## config.mk

```make
export PLATFORM = sky130hd
export DESIGN_NAME = mux_rr_arbiter
export DESIGN_NICKNAME = d
export VERILOG_FILES = /design/src/rtl/mux_arb_pkg.sv /design/src/rtl/mux_out_reg.sv /design/src/rtl/mux_rr_arbiter.sv
export SDC_FILE = /design/constraint.sdc
export NUM_CORES = 1
export LEC_CHECK = 0
export ABC_AREA = 1
export BUFFER_PORTS_ARGS = -buffer_cell sky130_fd_sc_hd__buf_2
export CAP_MARGIN = 5
export CELL_PAD_IN_SITES_DETAIL_PLACEMENT = 1
export CELL_PAD_IN_SITES_GLOBAL_PLACEMENT = 2
export CORE_MARGIN = 5
export CORE_UTILIZATION = 26
export CTS_CLUSTER_DIAMETER = 30
export DETAILED_ROUTE_END_ITERATION = 10
export GPL_TIMING_DRIVEN = 0
export MAX_ROUTING_LAYER = met4
export PLACE_DENSITY_LB_ADDON = 0.3
export SYNTH_ARGS = -nofsm -noshare
export SYNTH_HDL_FRONTEND = slang
export SYNTH_HIERARCHICAL = 1
export SYNTH_SLANG_ARGS = --single-unit
```

## constraint.sdc

```tcl
create_clock -name clk -period 2.3 [get_ports clk]
set_input_delay 0.345 -clock clk [delete_from_list [all_inputs] [get_ports clk]]
set_output_delay 0.345 -clock clk [all_outputs]
set_load 0.02 [all_outputs]
```

## src/rtl/mux_arb_pkg.sv

```systemverilog
// mux_arb_pkg: shared arbiter state, select encodings and round-robin pick
package mux_arb_pkg;

  typedef enum logic [1:0] {IDLE, GRANT_A, GRANT_B} arb_state_t;

  localparam logic SEL_A = 1'b0;
  localparam logic SEL_B = 1'b1;

  // Returns SEL_B when B wins: B alone, or both valid and A was served last.
  function automatic logic rr_pick(input logic a_v, input logic b_v, input logic last);
    return b_v && (!a_v || last == SEL_A);
  endfunction

endpackage

```

## src/rtl/mux_out_reg.sv

```systemverilog
// mux_out_reg: single-entry valid/ready output register for the merged stream
module mux_out_reg #(
  parameter int WIDTH = 8
) (
  input  logic             clk,
  input  logic             rst_n,
  input  logic             load_i,
  input  logic [WIDTH-1:0] data_i,
  input  logic             ready_i,
  output logic             valid_o,
  output logic [WIDTH-1:0] data_o
);

  logic             valid_q, valid_d;
  logic [WIDTH-1:0] data_q, data_d;

  // A load overwrites the slot; otherwise a consumed beat empties it.
  always_comb begin
    valid_d = load_i ? 1'b1 : (valid_q && ready_i) ? 1'b0 : valid_q;
    data_d  = load_i ? data_i : data_q;
  end

  // Slot register; reset discards any held beat.
  always_ff @(posedge clk or negedge rst_n) begin
    if (!rst_n) begin
      valid_q <= 1'b0;
      data_q  <= '0;
    end else begin
      valid_q <= valid_d;
      data_q  <= data_d;
    end
  end

  assign valid_o = valid_q;
  assign data_o  = data_q;

endmodule

```

## src/rtl/mux_rr_arbiter.sv

```systemverilog
// mux_rr_arbiter: round-robin burst arbiter driving a 2:1 mux select and output slot
module mux_rr_arbiter
  import mux_arb_pkg::*;
#(
  parameter int WIDTH = 8,
  parameter int BURST = 4
) (
  input  logic             clk,
  input  logic             rst_n,
  input  logic             a_valid,
  input  logic [WIDTH-1:0] a_data,
  output logic             a_ready,
  input  logic             b_valid,
  input  logic [WIDTH-1:0] b_data,
  output logic             b_ready,
  output logic             sel,
  output logic             y_valid,
  output logic [WIDTH-1:0] y_data,
  input  logic             y_ready,
  output logic             busy
);

  localparam int CW = BURST > 1 ? $clog2(BURST) : 1;

  arb_state_t      state_q, state_d;
  logic            sel_q, sel_d, last_q, last_d;
  logic [CW-1:0]   cnt_q, cnt_d;
  logic            slot_free, acc, cur, cur_v, rel, pick;

  assign slot_free = !y_valid || y_ready;
  assign a_ready   = state_q == GRANT_A && slot_free;
  assign b_ready   = state_q == GRANT_B && slot_free;
  assign acc       = (a_valid && a_ready) || (b_valid && b_ready);
  assign cur       = state_q == GRANT_B ? SEL_B : SEL_A;
  assign cur_v     = cur == SEL_B ? b_valid : a_valid;
  assign rel       = state_q != IDLE && (!cur_v || (acc && cnt_q == CW'(BURST - 1)));
  assign sel       = sel_q;
  assign busy      = state_q != IDLE;

  // Arbitrate from IDLE or on release; the released channel becomes last served so the other wins ties.
  always_comb begin
    last_d  = rel ? cur : last_q;
    pick    = rr_pick(a_valid, b_valid, last_d);
    state_d = (state_q == IDLE || rel) ? (!(a_valid || b_valid) ? IDLE : pick ? GRANT_B : GRANT_A) : state_q;
    cnt_d   = rel ? '0 : acc ? cnt_q + CW'(1) : cnt_q;
    sel_d   = state_d == GRANT_B ? SEL_B : state_d == GRANT_A ? SEL_A : sel_q;
  end

  // Grant state, select, round-robin history and burst counter.
  always_ff @(posedge clk or negedge rst_n) begin
    if (!rst_n) begin
      state_q <= IDLE;
      sel_q   <= SEL_A;
      last_q  <= SEL_B;
      cnt_q   <= '0;
    end else begin
      state_q <= state_d;
      sel_q   <= sel_d;
      last_q  <= last_d;
      cnt_q   <= cnt_d;
    end
  end

  mux_out_reg #(.WIDTH(WIDTH)) u_out (
    .clk     (clk),
    .rst_n   (rst_n),
    .load_i  (acc),
    .data_i  (sel_q == SEL_B ? b_data : a_data),
    .ready_i (y_ready),
    .valid_o (y_valid),
    .data_o  (y_data)
  );

endmodule

```

After elaboration in Yosys (flattened, before gate mapping):

Cells that the tools add are included.

* register bits after elaboration: 15
* input port bits: 21
* output and inout bits: 13
* logic and storage cells: 48

* add/sub/neg operators: 1
* eq/ne operators: 5
* mux-type cells: 13
* bitwise operators: 1
* reductions and logical operators: 22

Operators with widths (number)
* $mux 2: 5
* $logic_and 1x1->1: 8
* $mux 8: 1
* $reduce_bool 2->1: 4
* $mux 1: 7
* $eq 2x2->1 const B: 3
* $logic_or 1x1->1: 6
* $eq 2x1->1 const B: 2
* $logic_not 1->1: 3
* $add 2x1->2 const B: 1
* $logic_not 2->1: 1
* $not 1->1: 1

Logic depth before layout (Yosys ltp):

Gate-level depths: netlist of the first run.

* depth after elaboration: 18
* mapped depth: 12
* mapped depth without buffers: 12

Cells and area by module:

Netlist of the first run, hierarchy kept.

By module, submodules not included
* mux_rr_arbiter: times used 1, cells an instance 63, area an instance 506.7 um^2, seq. area each 151.4 um^2
* mux_out_reg: times used 1, cells an instance 38, area an instance 341.6 um^2, seq. area each 225.2 um^2

Worst setup path after synthesis of the first run:

Ideal clock, no wire load.

* path kind: register to register
* start: register u_out.valid_q, in the netlist u_out/valid_o
* end: register sel_q, in the netlist sel
* setup time: 125 ps
* arrival time: 1804 ps
* data required time: 2175 ps
* setup slack: 372 ps
* cell stages (with the launch flop): 11
* path buffers: 0
* clock period less this slack: 1928 ps
* path through: dfrtp_1 -> inv_1 -> or2_2 -> nand3_2 -> nand3_1 -> nand2_1 -> inv_2 -> nand2_2 -> nand2_1 -> ha_1 -> mux2_2

* longest elaborated chain between the ends: 17
* elaborated cells between the ends (all ways): 22
* those cells by class: eq/ne: 2; mux: 5; bitwise: 1; reduce/logical: 14

RTL lines
* start, declared: line mux_out_reg.sv:14 `logic valid_q, valid_d;`
* start signal, assigned: line mux_out_reg.sv:29 `valid_q <= valid_d;`
* $logic_not 1->1 *: line mux_rr_arbiter.sv:30 `assign slot_free = !y_valid || y_ready;`
* $logic_or 1x1->1 *: line mux_rr_arbiter.sv:30
* $logic_and 1x1->1, on equally long branches: line mux_rr_arbiter.sv:31, mux_rr_arbiter.sv:32
* $logic_and 1x1->1: line mux_rr_arbiter.sv:33 `assign acc = (a_valid && a_ready) || (b_valid && b_ready);`
* $logic_or 1x1->1 *: line mux_rr_arbiter.sv:33
* $logic_and 1x1->1 *: line mux_rr_arbiter.sv:36 `assign rel = state_q != IDLE && (!cur_v || (acc && cnt_q == CW'(BURST - 1)));`
* $logic_or 1x1->1 *: line mux_rr_arbiter.sv:36
* $logic_and 1x1->1 *: line mux_rr_arbiter.sv:36
* $mux 1: line mux_rr_arbiter.sv:42 `last_d = rel ? cur : last_q;`
* $not 1->1: line mux_arb_pkg.sv:11 `return b_v && (!a_v || last == SEL_A);`
* $logic_or 1x1->1: line mux_arb_pkg.sv:11
* $logic_and 1x1->1: line mux_arb_pkg.sv:11
* $mux 2 (2 in series): line mux_rr_arbiter.sv:44 `state_d = (state_q == IDLE || rel) ? (!(a_valid || b_valid) ? IDLE : pick ? GRANT_B : GRANT_A) : state_q;`
* $mux 2 *: line mux_rr_arbiter.sv:44
* $eq 2x2->1 or $eq 2x1->1 (tied branches): line mux_rr_arbiter.sv:46 `sel_d = state_d == GRANT_B ? SEL_B : state_d == GRANT_A ? SEL_A : sel_q;`
* $mux 1 or $reduce_bool 2->1 (tied branches)
* end signal, assigned: line mux_rr_arbiter.sv:58 `sel_q <= sel_d;`
* end, declared: line mux_rr_arbiter.sv:26 `logic sel_q, sel_d, last_q, last_d;`

Every way passes the cells marked *; elsewhere a longest branch is shown, timed or not.
A chain may end at the register's enable or synchronous reset.

==> qor.json, run 1 <==
{
  "timing.final.setup_violations": {"value": 0},
  "rsz0062_at_grt": {"value": "no"},
  "synth_cells": {"value": 101},
  "worst_rel_slew_slack": {"value": 76.9, "unit": "%"},
  "drcViolationCount": {"value": 0},
  "path_max_fanout": {"value": 4},
  "first_iter_violations": {"value": 17},
  "ratio_of_total_power_to_cell_area": {"value": 1320, "unit": "nW/um^2"},
  "yosys-top-cells-count": {"value": "sky130_fd_sc_hd__nand2_1 (42), sky130_fd_sc_hd__dfrtp_1 (14), sky130_fd_sc_hd__inv_1 (10)"},
  "synthesis.area": {"value": 848, "unit": "um^2"},
  "fp.dieW": {"value": 67.1, "unit": "um"},
  "synth_enable_flop_cells": {"value": 0},
  "via_per_inst": {"value": 4.18},
  "synth_ff_type": {"value": "sky130_fd_sc_hd__dfrtp_1"},
  "grt_pass1_wl": {"value": 3.62, "unit": "mm"},
  "worst_hold_slack": {"value": 304, "unit": "ps"},
  "nets": {"value": 163},
  "critPathRequiredTime": {"value": 2470, "unit": "ps"},
  "final-max-slew-violation-count": {"value": 0},
  "yosysWarnings": {"value": 6},
  "die-height": {"value": 67.1, "unit": "um"},
  "clock-root-buffer": {"value": "sky130_fd_sc_hd__clkbuf_4"},
  "worstHoldPathType": {"value": "in2reg"},
  "layout.filler_cells": {"value": 407},
  "row_count": {"value": 20},
  "power.leakage": {"value": 0.000644, "unit": "uW"},
  "timing.setup.tns": {"value": 0, "unit": "ps"},
  "grt.overflow.total": {"value": 0},
  "tightest_slew": {"value": 346, "unit": "ps"},
  "synth_area_leader_cell": {"value": "sky130_fd_sc_hd__dfrtp_1"},
  "cts_inserted_buffers": {"value": 3},
  "cts_sink_cnt": {"value": 15},
  "routedWlPerCell": {"value": 10.9, "unit": "um"},
  "first_global_vias": {"value": 853},
  "clkTransAtPathRegs": {"value": 80, "unit": "ps"},
  "post_route_cells_drive_above_1_share": {"value": 43.2, "unit": "%"},
  "ant_nets": {"value": 0},
  "gr-usage-all-layers": {"value": 10.6, "unit": "%"},
  "drv_cap": {"value": 0},
  "final-seq-area": {"value": 377, "unit": "um^2"},
  "synth_fp_nets": {"value": 124},
  "drt-pass1-iter-count": {"value": 4},
  "detailed_place_hpwl": {"value": 1.63, "unit": "mm"},
  "post_route_non_filler_standard_cell_count": {"value": 183},
  "portion_of_the_clock_cycle_consumed_by_the_worst_path_in_the_final_layout": {"value": 85.3, "unit": "%"},
  "place.port_buffers": {"value": 33},
  "h_tree_depth_reported_by_cts": {"value": 1},
  "max_clock_freq": {"value": 510, "unit": "MHz"},
  "worst_case_clock_buffer_depth": {"value": 2},
  "async_s_r_ff_share_synth": {"value": 100, "unit": "%"},
  "area_used_by_multi_input_combinational_logic": {"value": 407, "unit": "um^2"},
  "critical_path_arrival": {"value": 2130, "unit": "ps"},
  "synth.avg_cell_area": {"value": 8.40, "unit": "um^2"},
  "grt_max_degree": {"value": 16},
  "post_synth_main_area_contributors": {"value": "sky130_fd_sc_hd__dfrtp_1 (41%), sky130_fd_sc_hd__nand2_1 (19%), sky130_fd_sc_hd__mux2_2 (12%), sky130_fd_sc_hd__inv_1 (4.4%), sky130_fd_sc_hd__dfstp_2 (3.1%)"},
  "gp_congestion": {"value": 0.715},
  "postSynthRegisterBits": {"value": 15},
  "worst_setup_path_start_kind": {"value": "flop"},
  "fp.dieArea": {"value": 4510, "unit": "um^2"},
  "synth.most_common_cell": {"value": "sky130_fd_sc_hd__nand2_1"},
  "synth_seq_area_share": {"value": 44.4, "unit": "%"},
  "setup.worst_path.class": {"value": "reg2reg"},
  "synth.top_cell.area_share": {"value": 41.3, "unit": "%"},
  "post-cts-setup-buffer-count": {"value": 0},
  "cts-hold-fix-buffers": {"value": 1},
  "clk_latency": {"value": 280, "unit": "ps"},
  "placeable_core_region": {"value": 3100, "unit": "um^2"},
  "timing.critical_path.to_type": {"value": "flop"},
  "antenna_cells": {"value": 0},
  "ir_worst_vdd": {"value": 0.000417, "unit": "V"},
  "result_of_the_run": {"value": "finished clean"},
  "initial_utilization": {"value": 27.3, "unit": "%"},
  "num_io_pins": {"value": 34},
  "finClkSkew": {"value": 2.59, "unit": "ps"},
  "vias": {"value": 765},
  "antenna_found_initial": {"value": 0},
  "post-place-cells": {"value": 178},
  "finalWorstPathRequiredPeriod": {"value": 1960, "unit": "ps"},
  "clock_tree_from_tritoncts": {"value": "yes"},
  "finalWirelength": {"value": 1.99, "unit": "mm"},
  "area_growth": {"value": 30.2, "unit": "%"},
  "number_of_distinct_library_cells_after_synthesis": {"value": 20},
  "report.final.hold_viol_count": {"value": 0},
  "postCtsResizedCells": {"value": 0}
}
final timing paths:
path,from,endpoint,slack (ps),depth (start not counted)
min in group asynchronous,rst_n,u_out/data_o[3]$_DFFE_PN0P_,510,2
worst max-delay path,flop,sel$_DFFE_PN0P_,340,12
worst min-delay path,y_ready,u_out/valid_o$_DFFE_PN0P_,300,4
worst min register to register,u_out/data_o[3]$_DFFE_PN0P_,u_out/data_o[3]$_DFFE_PN0P_,470,2
max in group asynchronous,rst_n,last_q$_DFF_PN1_,1500,2
worst max register to register,flop,sel$_DFFE_PN0P_,340,12
worst max-delay path, cell delays in order, from the launching register on:
cell                      delay (ps)
sky130_fd_sc_hd__dfrtp_1         420
sky130_fd_sc_hd__inv_1           120
sky130_fd_sc_hd__nand3_1          80
sky130_fd_sc_hd__nand2_1         110
sky130_fd_sc_hd__nand3_2         110
sky130_fd_sc_hd__nand2_2         100
sky130_fd_sc_hd__nand2_2          60
sky130_fd_sc_hd__nand2_2          80
sky130_fd_sc_hd__nand2_4          60
sky130_fd_sc_hd__nand2_2          70
sky130_fd_sc_hd__nand2_1          60
sky130_fd_sc_hd__ha_1            270
sky130_fd_sc_hd__mux2_2          320
layout make-up:
type | instances | area share [%]
Buffer | 2 | 1.47
Clock buffer | 4 | 2.38
Inverter | 13 | 4.42
Multi-Input combinational cell | 71 | 36.8
Sequential cell | 15 | 34.1
Tap cell | 44 | 4.98
Timing Repair Buffer | 34 | 15.9
power breakdown:
part	internal, uW	total (uW)	switching (uW)
logic	321	835	514
clock network	67.2	146	78.8
registers	395	473	77.9
cell usage in the layout (no fill, tap or decap):
cell / n
sky130_fd_sc_hd__nand2_1: 42
sky130_fd_sc_hd__buf_2: 34
sky130_fd_sc_hd__dfrtp_1: 14
sky130_fd_sc_hd__inv_1: 10
sky130_fd_sc_hd__mux2_2: 9
sky130_fd_sc_hd__nand2_2: 4
sky130_fd_sc_hd__inv_2: 3
sky130_fd_sc_hd__nand3_1: 3
sky130_fd_sc_hd__clkbuf_4: 3
sky130_fd_sc_hd__nand3_2: 2
sky130_fd_sc_hd__nor3_1: 2
sky130_fd_sc_hd__ha_1: 2
sky130_fd_sc_hd__or2_2: 1
sky130_fd_sc_hd__o21ai_1: 1
sky130_fd_sc_hd__nand3b_1: 1
sky130_fd_sc_hd__nand2_4: 1
sky130_fd_sc_hd__xor2_1: 1
sky130_fd_sc_hd__a21oi_1: 1
sky130_fd_sc_hd__a21oi_2: 1
sky130_fd_sc_hd__clkbuf_1: 1
sky130_fd_sc_hd__dlygate4sd3_1: 1
sky130_fd_sc_hd__dfstp_2: 1
sky130_fd_sc_hd__buf_6: 1
layer usage:
| metal | track usage, % | vias to the layer above | wire length [um] |
|---|---|---|---|
| met5 | - | - | 0 |
| met4 | 1.52 | 0 | 9 |
| met3 | 3.54 | 2 | 76 |
| met2 | 18.4 | 14 | 1050 |
| met1 | 12.1 | 359 | 854 |
| li1 | - | 390 | - |
logic make-up (layout without fill, tap and decap cells):
family                     count (synthesis)  after routing  share of synthesized area, %
AOI/OAI and AO/OA                          3              3                          2.21
and+or+nand+nor                           56             56                          29.8
muxes                                      9              9                          11.9
buffers and inverters                     15             53                          7.67
xor gates and xnor gates                   1              1                          1.03
adders and majority gates                  2              2                          2.95
DFF                                       15             15                          44.4
metrics by stage:
step	area (um^2)	worst slack, ps	power (uW)	utilization (%)
after CTS	1100	327	1500	35.6
after floorplan	848	372	1090	-
final	1100	339	1450	35.6
after global routing	1100	179	1610	35.6
after detailed placement	1070	266	1340	34.4
after global placement	1070	305	1310	34.4
Power figures use the tool's default switching activity.
==> inputs of run 2 (changes only) <==
- ABC_AREA: 1 -> 0
- CORE_UTILIZATION: 26 -> 29
==> run 2 against run 1 <==
Effect of this change:
- sequential cell count unchanged
- highest routed layer unchanged
- clock power increased by 3%
- critical path type unchanged
- final cell count decreased by 22%
- synthesized cell count decreased by 30%
- die area decreased by 5.7%
- critical path depth decreased by 6
- non-clock buffer count increased by 2
- register-to-register slack improved by 80 ps
- worst hold slack improved by 26 ps
- first-iteration DRC count decreased by 76%
- design area increased by 2.0%
==> qor.json, run 2 <==
{
  "result_of_the_run": {"value": "finished clean"},
  "ratio_of_total_power_to_cell_area": {"value": 1140, "unit": "nW/um^2", "change": "-13%"},
  "yosys-top-cells-count": {"value": "sky130_fd_sc_hd__dfrtp_1 (14), sky130_fd_sc_hd__mux2_2 (9), sky130_fd_sc_hd__mux2_4 (8)"},
  "post-cts-setup-buffer-count": {"value": 0, "change": "unchanged"},
  "post_route_non_filler_standard_cell_count": {"value": 142, "change": "-22%"},
  "synth_cells": {"value": 71, "change": "-30%"},
  "finalWirelength": {"value": 1.93, "unit": "mm", "change": "-3.2%"},
  "post-place-cells": {"value": 137, "change": "-23%"},
  "timing.final.setup_violations": {"value": 0, "change": "unchanged"},
  "synth_area_leader_cell": {"value": "sky130_fd_sc_hd__dfrtp_1"},
  "synthesis.area": {"value": 883, "unit": "um^2", "change": "+4.1%"},
  "gr-usage-all-layers": {"value": 10.3, "unit": "%", "change": "-0.35 points"},
  "initial_utilization": {"value": 29.7, "unit": "%", "change": "+2.3 points"},
  "area_used_by_multi_input_combinational_logic": {"value": 464, "unit": "um^2", "change": "+14%"},
  "timing.setup.tns": {"value": 0, "unit": "ps", "change": "unchanged"},
  "first_global_vias": {"value": 751, "change": "-12%"},
  "detailed_place_hpwl": {"value": 1.54, "unit": "mm", "change": "-5.9%"},
  "synth_seq_area_share": {"value": 42.6, "unit": "%", "change": "-1.8 points"},
  "power.leakage": {"value": 0.000548, "unit": "uW", "change": "-15%"},
  "postCtsResizedCells": {"value": 0, "change": "unchanged"},
  "final-max-slew-violation-count": {"value": 0, "change": "unchanged"},
  "pwr-share-seq": {"value": 34.6, "unit": "%", "change": "+2.1 points"},
  "first_iter_violations": {"value": 4, "change": "-13"},
  "fp.dieW": {"value": 65.2, "unit": "um", "change": "-2.9%"},
  "synth_fp_nets": {"value": 94, "change": "-24%"},
  "rsz0062_at_grt": {"value": "no"},
  "tightest_slew": {"value": 447, "unit": "ps", "change": "+102 ps"},
  "synth.most_common_cell": {"value": "sky130_fd_sc_hd__dfrtp_1"},
  "fp.dieArea": {"value": 4250, "unit": "um^2", "change": "-5.7%"},
  "max_clock_freq": {"value": 532, "unit": "MHz", "change": "+4.3%"},
  "async_s_r_ff_share_synth": {"value": 100, "unit": "%", "change": "unchanged"},
  "via_per_inst": {"value": 4.69, "change": "+12%"},
  "postSynthRegisterBits": {"value": 15, "change": "unchanged"},
  "cts_inserted_buffers": {"value": 3, "change": "unchanged"},
  "synth_enable_flop_cells": {"value": 0, "change": "unchanged"},
  "clkTransAtPathRegs": {"value": 90, "unit": "ps", "change": "about the same"},
  "num_io_pins": {"value": 34, "change": "unchanged"},
  "synth.top_cell.area_share": {"value": 39.7, "unit": "%", "change": "-1.6 points"},
  "nets": {"value": 133, "change": "-18%"},
  "finish.utilization": {"value": 37.9, "unit": "%", "change": "+2.3 points"},
  "report.final.hold_viol_count": {"value": 0, "change": "unchanged"},
  "antenna_found_initial": {"value": 0, "change": "unchanged"},
  "synth.avg_cell_area": {"value": 12.4, "unit": "um^2", "change": "+48%"},
  "h_tree_depth_reported_by_cts": {"value": 1, "change": "unchanged"},
  "ir_worst_vdd": {"value": 0.000452, "unit": "V", "change": "+8.4%"},
  "number_of_distinct_library_cells_after_synthesis": {"value": 32, "change": "+60%"},
  "vias": {"value": 666, "change": "-13%"},
  "yosysWarnings": {"value": 6, "change": "unchanged"},
  "antenna_cells": {"value": 0, "change": "unchanged"},
  "finalWorstPathRequiredPeriod": {"value": 1880, "unit": "ps", "change": "-80.5 ps"},
  "final_common_cell": {"value": "sky130_fd_sc_hd__buf_2"},
  "area_growth": {"value": 27.6, "unit": "%"},
  "worst_case_clock_buffer_depth": {"value": 2, "change": "unchanged"},
  "synth_ff_type": {"value": "sky130_fd_sc_hd__dfrtp_1"},
  "final-seq-area": {"value": 377, "unit": "um^2", "change": "unchanged"},
  "power.share.switching": {"value": 38.4, "unit": "%", "change": "-7.7 points"},
  "path_max_fanout": {"value": 5, "change": "+1"},
  "placeable_core_region": {"value": 2980, "unit": "um^2", "change": "-4.0%"},
  "combinationalPowerShare": {"value": 53.8, "unit": "%", "change": "-3.6 points"},
  "timing.critical_path.to_type": {"value": "flop"},
  "post_route_cells_drive_above_1_share": {"value": 56.0, "unit": "%", "change": "+13 points"},
  "layout.filler_cells": {"value": 344, "change": "-15%"},
  "setup.worst_path.class": {"value": "reg2reg"},
  "clock_tree_from_tritoncts": {"value": "yes"},
  "power.switching": {"value": 495, "unit": "uW", "change": "-26%"},
  "cts_sink_cnt": {"value": 15, "change": "unchanged"},
  "internal-power": {"value": 795, "unit": "uW", "change": "+1.5%"},
  "grt_pass1_wl": {"value": 3.28, "unit": "mm", "change": "-9.2%"},
  "critical_path_arrival": {"value": 2060, "unit": "ps", "change": "-70 ps"},
  "clock-root-buffer": {"value": "sky130_fd_sc_hd__clkbuf_4"},
  "post_synth_main_area_contributors": {"value": "sky130_fd_sc_hd__dfrtp_1 (40%), sky130_fd_sc_hd__mux2_4 (14%), sky130_fd_sc_hd__mux2_2 (11%), sky130_fd_sc_hd__dfstp_2 (3.0%), sky130_fd_sc_hd__ha_1 (2.8%)"},
  "ant_nets": {"value": 0, "change": "unchanged"},
  "drcViolationCount": {"value": 0, "change": "unchanged"},
  "drv_cap": {"value": 0, "change": "unchanged"},
  "worst_setup_path_start_kind": {"value": "flop"},
  "drt-pass1-iter-count": {"value": 4, "change": "unchanged"},
  "row_count": {"value": 20, "change": "unchanged"},
  "die-height": {"value": 65.2, "unit": "um", "change": "-2.9%"},
  "finClkSkew": {"value": 5.04, "unit": "ps", "change": "+2.45 ps"},
  "portion_of_the_clock_cycle_consumed_by_the_worst_path_in_the_final_layout": {"value": 81.8, "unit": "%", "change": "-3.5 points"},
  "clkPwrFrac": {"value": 11.6, "unit": "%", "change": "+1.6 points"},
  "rr_worst_depth": {"value": 6, "change": "-6"},
  "grt_max_degree": {"value": 16, "change": "unchanged"},
  "whs_path_depth": {"value": 3, "change": "-1"},
  "layout_common_cells": {"value": "sky130_fd_sc_hd__buf_2 (34), sky130_fd_sc_hd__dfrtp_1 (14), sky130_fd_sc_hd__mux2_2 (9), sky130_fd_sc_hd__mux2_4 (8)"},
  "worstHoldPathType": {"value": "in2reg"},
  "clk_latency": {"value": 280, "unit": "ps", "change": "about the same"},
  "place.port_buffers": {"value": 33, "change": "unchanged"},
  "gp_congestion": {"value": 0.737, "change": "+3.1%"},
  "critPathRequiredTime": {"value": 2480, "unit": "ps", "change": "about the same"},
  "grt.overflow.total": {"value": 0, "change": "unchanged"},
  "worst_rel_slew_slack": {"value": 70.2, "unit": "%", "change": "-6.8 points"},
  "routedWlPerCell": {"value": 13.6, "unit": "um", "change": "+25%"}
}
==> run 2: cell count changes after synthesis, sizes merged, moves of 3 or more <==
| cell | delta |
|---|---|
| inv | -10 |
| mux2 | +8 |
| nand2 | -45 |
| nand2b | +3 |
| nand3 | -3 |
| nor2 | +3 |
==> run 2: critical path: stages, from the launching register on <==
cell                        delay (ps)
sky130_fd_sc_hd__dfrtp_1           390
sky130_fd_sc_hd__nor2b_1           410
sky130_fd_sc_hd__o21ai_0           140
sky130_fd_sc_hd__o2111ai_1         140
sky130_fd_sc_hd__nand2_1            90
sky130_fd_sc_hd__ha_1              280
sky130_fd_sc_hd__mux2_2            320
==> run 2: final cells by class <==
class                           instances  area share (%)
Multi-Input combinational cell         49            41.2
Clock inverter                          1           0.444
Buffer                                  4            2.77
Sequential cell                        15            33.4
Tap cell                               33            3.66
Inverter                                3           0.999
Timing Repair Buffer                   34            15.5
Clock buffer                            3            2.00
==> run 2: per-stage QoR <==
stage | cell area, um^2 | setup slack (ps) | hold WS, ps | power (uW)
finish | 1130 | 420 | 330 | 1290
floorplan | 883 | 459 | 49.4 | 965
global placement | 1090 | 348 | 269 | 1150
global route | 1130 | 281 | 333 | 1390
CTS | 1130 | 382 | 311 | 1320
detailed placement | 1090 | 349 | 273 | 1160
==> run 2: per-layer routing <==
| layer | track usage, % | up-vias | part of all wire, % |
|---|---|---|---|
| li1 | - | 328 | - |
| met1 | 10.4 | 322 | 42 |
| met2 | 18.3 | 14 | 52 |
| met3 | 3.93 | 2 | 5.3 |
| met4 | 3.11 | 0 | 0.98 |
| met5 | - | - | 0 |
==> run 2: path summary, 6_finish.rpt <==
check | startpoint | to | slack, ps
min | a_valid | last_q$_DFF_PN1_ | 330
max in group asynchronous | rst_n | last_q$_DFF_PN1_ | 1530
min reg2reg | u_out/data_o[1]$_DFFE_PN0P_ | u_out/data_o[1]$_DFFE_PN0P_ | 510
max reg2reg | u_out/valid_o$_DFFE_PN0P_ | sel$_DFFE_PN0P_ | 420
max | u_out/valid_o$_DFFE_PN0P_ | sel$_DFFE_PN0P_ | 420
min in group asynchronous | rst_n | u_out/data_o[7]$_DFFE_PN0P_ | 480
==> run 2: what timing repair did <==
action / in CTS / in global routing
endpoints found under the setup margin: 0 / 0
hold endpoints to repair: 14 / 0
hold buffers: 1 / 0
==> run 2: cells by family (layout without fill, tap and decap cells) <==
group	after synthesis	in the layout	share of synthesized area [%]
xor gates and xnor gates	1	1	0.992
adders and majority gates	2	2	2.83
and+or+nand+nor	14	14	9.21
muxes	18	18	26.2
DFF	15	15	42.6
buffers and inverters	7	45	4.81
AOI/OAI and AO/OA	14	14	13.3
==> run 2: power groups by stage <==
stage | logic, uW | clock network (uW) | registers [uW]
6_report | 695 | 150 | 446
3_3_place_gp | 700 | 0 | 445
4_1_cts | 712 | 162 | 448
3_5_place_dp | 705 | 0 | 453
2_1_floorplan | 407 | 0 | 557
5_1_grt | 754 | 175 | 463
